### config.mk
export PLATFORM = sky130hd
export DESIGN_NAME = prog_mem_responder_flat
export DESIGN_NICKNAME = d
export VERILOG_FILES = /design/src/rtl/prog_mem_responder_if.sv /design/src/rtl/prog_mem_responder.sv /design/src/flat_wrapper.sv
export SDC_FILE = /design/constraint.sdc
export NUM_CORES = 2
export LEC_CHECK = 0
export BUFFER_PORTS_ARGS = -buffer_cell sky130_fd_sc_hd__buf_2
export CAP_MARGIN = 20
export CORE_AREA = 2 2 591 299
export CTS_CLUSTER_SIZE = 28
export DETAILED_ROUTE_END_ITERATION = 10
export DIE_AREA = 0 0 593 301
export GPL_TIMING_DRIVEN = 0
export SLEW_MARGIN = 20
export SYNTH_ARGS = -nofsm -noshare
export SYNTH_HDL_FRONTEND = slang
export SYNTH_SLANG_ARGS = --single-unit
### constraint.sdc
create_clock -name clk -period 6.3 [get_ports clk]
set_input_delay 1.26 -clock clk [delete_from_list [all_inputs] [get_ports clk]]
set_output_delay 1.26 -clock clk [all_outputs]
set_load 0.02 [all_outputs]
### src/rtl/prog_mem_responder_if.sv
// ---------------------------------------------------------------------------
// prog_mem_responder_if
//   Bundles the instruction-fetch bus and the image load port of the program
//   memory responder.
//   master : processor core / loader side (drives requests and load bytes)
//   slave  : prog_mem_responder side (returns instruction, status)
//   Signals:
//     rom_cs, rom_rd      fetch chip select and read strobe
//     program_addr[15:0]  byte address of the fetch
//     load_en             image load write enable
//     load_addr[7:0]      image load address
//     load_data[7:0]      image load byte
//     instruction[7:0]    registered fetched byte
//     data_valid          one-cycle strobe marking fresh instruction data
//     addr_err            out-of-range fetch flag, qualified by data_valid
//     busy                responder is processing a fetch
// ---------------------------------------------------------------------------
interface prog_mem_responder_if;
  logic        rom_cs;
  logic        rom_rd;
  logic [15:0] program_addr;
  logic        load_en;
  logic [7:0]  load_addr;
  logic [7:0]  load_data;
  logic [7:0]  instruction;
  logic        data_valid;
  logic        addr_err;
  logic        busy;

  modport master (
    output rom_cs, rom_rd, program_addr, load_en, load_addr, load_data,
    input  instruction, data_valid, addr_err, busy
  );

  modport slave (
    input  rom_cs, rom_rd, program_addr, load_en, load_addr, load_data,
    output instruction, data_valid, addr_err, busy
  );
endinterface : prog_mem_responder_if

### src/rtl/prog_mem_responder.sv
// ---------------------------------------------------------------------------
// prog_mem_responder
//   256 x 8 program ROM image with a wait-stated fetch port and an
//   independent byte load port.
//   A fetch is accepted in IDLE when rom_cs and rom_rd are both high; the
//   address is latched, WAIT_STATES extra cycles are spent in WAIT, and the
//   array is read on the edge entering DRIVE. DRIVE lasts one cycle, with
//   data_valid high. Dropping rom_cs in WAIT aborts the fetch.
//   Ports:
//     clk    rising-edge clock
//     reset  synchronous active-high reset (array contents are kept)
//     bus    prog_mem_responder_if.slave (fetch bus + load port + status)
//   Parameter:
//     WAIT_STATES  extra wait cycles per read, 0..15
// ---------------------------------------------------------------------------
module prog_mem_responder #(
  parameter int WAIT_STATES = 2
) (
  input  logic                 clk,
  input  logic                 reset,
  prog_mem_responder_if.slave  bus
);

  localparam logic [3:0] WAIT_LOAD = 4'(WAIT_STATES);

  typedef enum logic [1:0] {
    S_IDLE  = 2'd0,
    S_WAIT  = 2'd1,
    S_DRIVE = 2'd2
  } state_t;

  state_t      state;
  state_t      state_next;
  logic [3:0]  wait_cnt;
  logic [15:0] addr_q;
  logic [7:0]  mem [256];
  logic        accept;
  logic        enter_drive;

  assign accept      = (state == S_IDLE) && bus.rom_cs && bus.rom_rd;
  assign enter_drive = (state_next == S_DRIVE) && (state != S_DRIVE);

  // State register.
  // NOTE: sequential state uses non-blocking (<=) so every flop samples the
  // pre-edge values; blocking here would create order-dependent races.
  always_ff @(posedge clk) begin
    if (reset) state <= S_IDLE;
    else       state <= state_next;
  end

  // Next-state logic. rom_rd is only looked at for acceptance; once in WAIT
  // only rom_cs can abort the fetch.
  always_comb begin
    // NOTE: default assignment first so no path leaves state_next unassigned,
    // which would otherwise infer a latch.
    state_next = state;
    case (state)
      S_IDLE:  if (accept) state_next = S_WAIT;
      S_WAIT: begin
        if (!bus.rom_cs)        state_next = S_IDLE;
        else if (wait_cnt == '0) state_next = S_DRIVE;
      end
      S_DRIVE: state_next = S_IDLE;
      default: state_next = S_IDLE;
    endcase
  end

  // Output logic from state.
  always_comb begin
    bus.busy = (state != S_IDLE);
  end

  // Fetch datapath: address latch, wait counter and registered outputs.
  // The array is sampled here on the DRIVE-entry edge, so a load in the same
  // edge lands after the read (old byte returned) while earlier loads during
  // WAIT are visible.
  always_ff @(posedge clk) begin
    if (reset) begin
      wait_cnt        <= '0;
      addr_q          <= '0;
      bus.instruction <= 8'h00;
      bus.data_valid  <= 1'b0;
      bus.addr_err    <= 1'b0;
    end else begin
      case (state)
        S_IDLE: begin
          if (accept) begin
            addr_q   <= bus.program_addr;
            wait_cnt <= WAIT_LOAD;
          end
        end
        S_WAIT: begin
          if (!bus.rom_cs)         wait_cnt <= '0;
          else if (wait_cnt != '0) wait_cnt <= wait_cnt - 4'd1;
        end
        default: ;
      endcase

      bus.data_valid <= enter_drive;

      if (enter_drive) begin
        if (addr_q[15:8] != 8'h00) begin
          bus.instruction <= 8'hFF;
          bus.addr_err    <= 1'b1;
        end else begin
          bus.instruction <= mem[addr_q[7:0]];
          bus.addr_err    <= 1'b0;
        end
      end
    end
  end

  // Image load port, active in every state including reset.
  // NOTE: the array is deliberately not reset; reset must preserve the loaded
  // image, and a resettable array would not map onto RAM.
  always_ff @(posedge clk) begin
    if (bus.load_en) mem[bus.load_addr] <= bus.load_data;
  end

endmodule : prog_mem_responder

### src/flat_wrapper.sv
// flat-port wrapper written by rule: the top's interface ports become plain ports
module prog_mem_responder_flat 
#(
  parameter int WAIT_STATES = 2
)
  (clk, reset, bus_rom_cs, bus_rom_rd, bus_program_addr, bus_load_en, bus_load_addr, bus_load_data, bus_instruction, bus_data_valid, bus_addr_err, bus_busy);
  prog_mem_responder_if bus_i ();
  input  logic clk;
  input  logic reset;
  input wire logic [$bits(bus_i.rom_cs)-1:0] bus_rom_cs;
  input wire logic [$bits(bus_i.rom_rd)-1:0] bus_rom_rd;
  input wire logic [$bits(bus_i.program_addr)-1:0] bus_program_addr;
  input wire logic [$bits(bus_i.load_en)-1:0] bus_load_en;
  input wire logic [$bits(bus_i.load_addr)-1:0] bus_load_addr;
  input wire logic [$bits(bus_i.load_data)-1:0] bus_load_data;
  output wire logic [$bits(bus_i.instruction)-1:0] bus_instruction;
  output wire logic [$bits(bus_i.data_valid)-1:0] bus_data_valid;
  output wire logic [$bits(bus_i.addr_err)-1:0] bus_addr_err;
  output wire logic [$bits(bus_i.busy)-1:0] bus_busy;
  assign bus_i.rom_cs = bus_rom_cs;
  assign bus_i.rom_rd = bus_rom_rd;
  assign bus_i.program_addr = bus_program_addr;
  assign bus_i.load_en = bus_load_en;
  assign bus_i.load_addr = bus_load_addr;
  assign bus_i.load_data = bus_load_data;
  assign bus_instruction = bus_i.instruction;
  assign bus_data_valid = bus_i.data_valid;
  assign bus_addr_err = bus_i.addr_err;
  assign bus_busy = bus_i.busy;
  prog_mem_responder #(.WAIT_STATES(WAIT_STATES)) u_core (.clk(clk), .reset(reset), .bus(bus_i));
endmodule
==> results.cfg <==
[run_status]
run_status = finished, final reports clean

[cells_and_area]
drive_gt1_share_pct = 20.9
final_cells = 6731
syn2layout_area_growth_pct = 11.9
final_net_count = 4307

[floorplan]
die_area_um2 = 178000
die_h_um = 301
coreArea_um2 = 173000
floorplan.initialDensity_pct = 46.9
floorplan.die.width_um = 593
ioPinCount = 48
placement_rows = 108

[cts]
clock_insertion_delay_worst_skew_ns = 0.84
cts.hold.buffers_added = 0
tritoncts = done
cts-htree-levels = 4
clk_slew_on_worst_s_h_paths_ns = 0.07
cts_root_buf = clkbuf_16
post_cts_buffers = 0
tritoncts_num_sinks = 2088
count_of_instances_resized_after_the_clock_tree_is_built = 0
cts_buffer_depth = 4
cts_inserted_buffers = 189

[synth]
count_of_unique_library_cells_instantiated_by_yosys = 59
netlist_area_um2 = 81100
yosys.area_share.simple_pct = 2.91
synth-main-ff-cell = edfxtp_1
synth-warning-count = 0
number_of_standard_cells_after_synthesis = 4012
synth_fp_nets = 4051
synth_adder_area_share_pct = 0.0308
synth.ff_latch_count = 2088
yosys-top-cells-area = edfxtp_1 76%, mux4_2 11%, mux2i_1 3.2%
synth_top_family_by_area = multiplexers
synth_enable_flop_cells = 2048
postSynthAreaPerCell_um2 = 20.2
synth-compound-area-share_pct = 3.58
synth_xor_xnor_area_share_pct = 0.0216
postSynth.asyncResetShare_pct = 0
synth.yosys.seq_area_share_pct = 76.8
synth.area.mux_share_pct = 14.9
post-synth-top-area-cell = edfxtp_1
synth_top_area_share_pct = 75.8

[placed_design]
port_buffers = 41
hpwlAfterDp_mm = 166
post-place-cells = 6385
dp_slack_ns = 1.44
globalplace.congestion = 1.01

[route]
pre_antenna_drt_iters = 6
drc = 0
finalWirelength_mm = 244
viasPerCell = 6.45
detail_route.iter0.violations = 7080
dr_total_vias = 43400
drt_wl_cell_um = 36.3
drtAntennaViolNets = 0

[global_route]
overall_overflow_remaining_after_global_route = 0
number_of_antenna_violations_at_the_first_check_in_global_routing = 7
number_of_global_route_vias_before_repair = 42300
global_route_wire_length_before_repair_mm = 334
grt_start_max_net_pins = 139
grt_use_total_pct = 27.3

[timing]
setup_viol = 0
worst_setup_slack_after_layout_ns = 1.25
final_max_slew_viol_count = 0
layout_worst_path_cycle_share_pct = 80.2
skew_ns = 0.0262
fin_setup_tns_ns = 0
maxSlewHeadroom_pct = 11.9
achievable-frequency_mhz = 198
rsz0062_at_grt = no
hold_viol = 0
timing_worst_slew_pin_value_ns = 1.32
timing.final.crit_period_ns = 5.05

[power]
cell_area_power_density_nw_per_um2 = 309
max-vdd-ir-drop_mv = 0.207
total_leakage_power_nw = 27.0

[worst_setup_path]
worst_ep_arrival_time_ns = 5.81
cp_top_family = compound AO/OA/AOI/OAI gates
worstSetupStartpointType = register
critical_path_buf_inv_count = 4
cp.required_ns = 7.06
criticalPathCategory = register to register
highest_net_fanout_along_the_worst_path = 10
crit_slowest_cell = o21ai_0
critical_path.cell_chain = buf_4 -> buf_2 -> nand2_1 -> clkbuf_2 -> clkbuf_1 -> o221ai_1 -> a21boi_0 -> o21ai_0 -> a21oi_1 -> nor3_1 -> o31a_1
max_stage_delay_ns = 0.88
worst_setup_path_end_kind = register

[job]
drv.max_cap_violation_count = 0

[worst_hold_path]
hold_path_class = register to register
[Yosys cell counts, types with 15 or more instances]
library cell / instances
edfxtp_1: 2048
mux4_2: 412
nor2_1: 288
mux2i_1: 259
nand2_1: 149
clkbuf_1: 123
o221ai_1: 92
o22ai_1: 75
a21oi_1: 64
o21ai_0: 47
dfxtp_1: 40
buf_2: 37
buf_4: 32
a21boi_0: 29
a221oi_1: 28
nand3_1: 28
buf_1: 23
mux2_2: 22
buf_6: 20
nand4_1: 18
nor3_1: 18
nor4_1: 18
o21ai_1: 17
a22oi_1: 15
[kinds of logic (layout without fill, tap and decap cells)]
family                   after synthesis  count (layout)
multiplexers                         693             693
flip-flops                          2088            2088
AND/OR/NAND/NOR                      558             558
buffers and inverters                254             660
XOR/XNOR                               2               2
AO/OA/AOI/OAI                        415             415
adder cells (fa/ha/maj)                2               2
other                                  0               3
[worst register-to-register path, stage by stage (launching register included)]
cell and delay, ns:
dfxtp_1 0.31, buf_4 0.23, buf_2 0.51, nand2_1 0.40
clkbuf_2 0.50, clkbuf_1 0.61, o221ai_1 0.47, a21boi_0 0.16
o21ai_0 0.88, a21oi_1 0.36, nor3_1 0.28, o31a_1 0.27
[stage by stage]
stage | area (um^2) | hold slack, ns | utilization, % | total power (W)
5_1_grt | 90800 | 0.485 | 52.5 | 0.0286
4_1_cts | 90700 | 0.463 | 52.5 | 0.0280
3_3_place_gp | 84200 | 0.448 | 48.7 | 0.0170
6_report | 90800 | 0.458 | 52.5 | 0.0280
2_1_floorplan | 81100 | 0.436 | - | 0.0163
3_5_place_dp | 84900 | 0.455 | 49.1 | 0.0170
[cell type report]
type                            instances  area, um^2
Fill cell                           13400       82000
Sequential cell                      2088       62300
Multi-Input combinational cell       1670       17500
Clock buffer                          241        5010
Tap cell                             2310        2890
Buffer                                245        1390
Clock inverter                        100         832
Timing Repair Buffer                   65         823
Inverter                                9        33.8
Antenna cell                            3        7.51
[state kept, by name (all words and copies together) (netlist names), named ones only]
register                cells
u_core.mem               2048
u_core.addr_q              16
u_core.bus.instruction      8
u_core.wait_cnt             4
u_core.state                2
u_core.bus.addr_err         1
u_core.bus.data_valid       1
[layout by cell type, fill, tap and decap left out, types with 8 or more instances in the layout]
cell type,netlist,final
bufinv_16,0,12
o22ai_1,75,75
dfxtp_1,40,40
o2111ai_1,9,9
clkbuf_1,123,140
nand3_1,28,28
nor2b_1,11,11
clkbuf_16,0,191
clkinvlp_4,0,8
mux2_2,22,22
o211ai_1,10,10
mux2i_1,259,259
buf_4,32,35
clkinv_1,1,36
clkinv_2,0,38
mux4_2,412,412
nor2_2,0,21
a21oi_1,64,64
nor3_1,18,18
buf_16,0,16
buf_8,9,22
a221oi_1,28,28
buf_6,20,20
o21ai_0,47,47
clkbuf_2,0,30
o21ai_1,17,17
nor2_1,288,267
nor4_1,18,16
a21boi_0,29,29
buf_1,23,20
edfxtp_1,2048,2048
nand2_1,149,149
buf_2,37,72
o221ai_1,92,92
nand4_1,18,18
a22oi_1,15,15
[per-layer routing]
metal | share of wire [%] | vias up | global-route usage (%) | routed length, um
met5 | 0.043 | - | 0 | 104
met4 | 3.4 | 8 | 8.70 | 8200
met3 | 12 | 416 | 7.98 | 29600
met2 | 44 | 2680 | 40.0 | 107000
met1 | 41 | 23200 | 39.7 | 99000
li1 | - | 17100 | - | -
[final timing paths]
| kind | endpoint | slack, ns | start | cells after the start |
|---|---|---|---|---|
| worst min-delay path | u_core.addr_q[3]$_SDFFE_PP0N_ | 0.46 | u_core.addr_q[3]$_SDFFE_PP0N_ | 2 |
| worst max-delay path | u_core.bus.instruction[1]$_SDFFE_PP0P_ | 1.25 | register | 11 |
| worst max register to register | u_core.bus.instruction[1]$_SDFFE_PP0P_ | 1.25 | register | 11 |
| worst min register to register | u_core.addr_q[3]$_SDFFE_PP0N_ | 0.46 | u_core.addr_q[3]$_SDFFE_PP0N_ | 2 |
[power by group]
group          internal (W)  leakage [nW]  total, W  switching, W
clock network       0.00613          2.85    0.0113       0.00514
registers            0.0153          18.7    0.0153     0.0000216
logic              0.000452          5.45   0.00146       0.00101
total                0.0219          27.0    0.0280       0.00617
No activity file was read; power rests on OpenSTA's default activity.
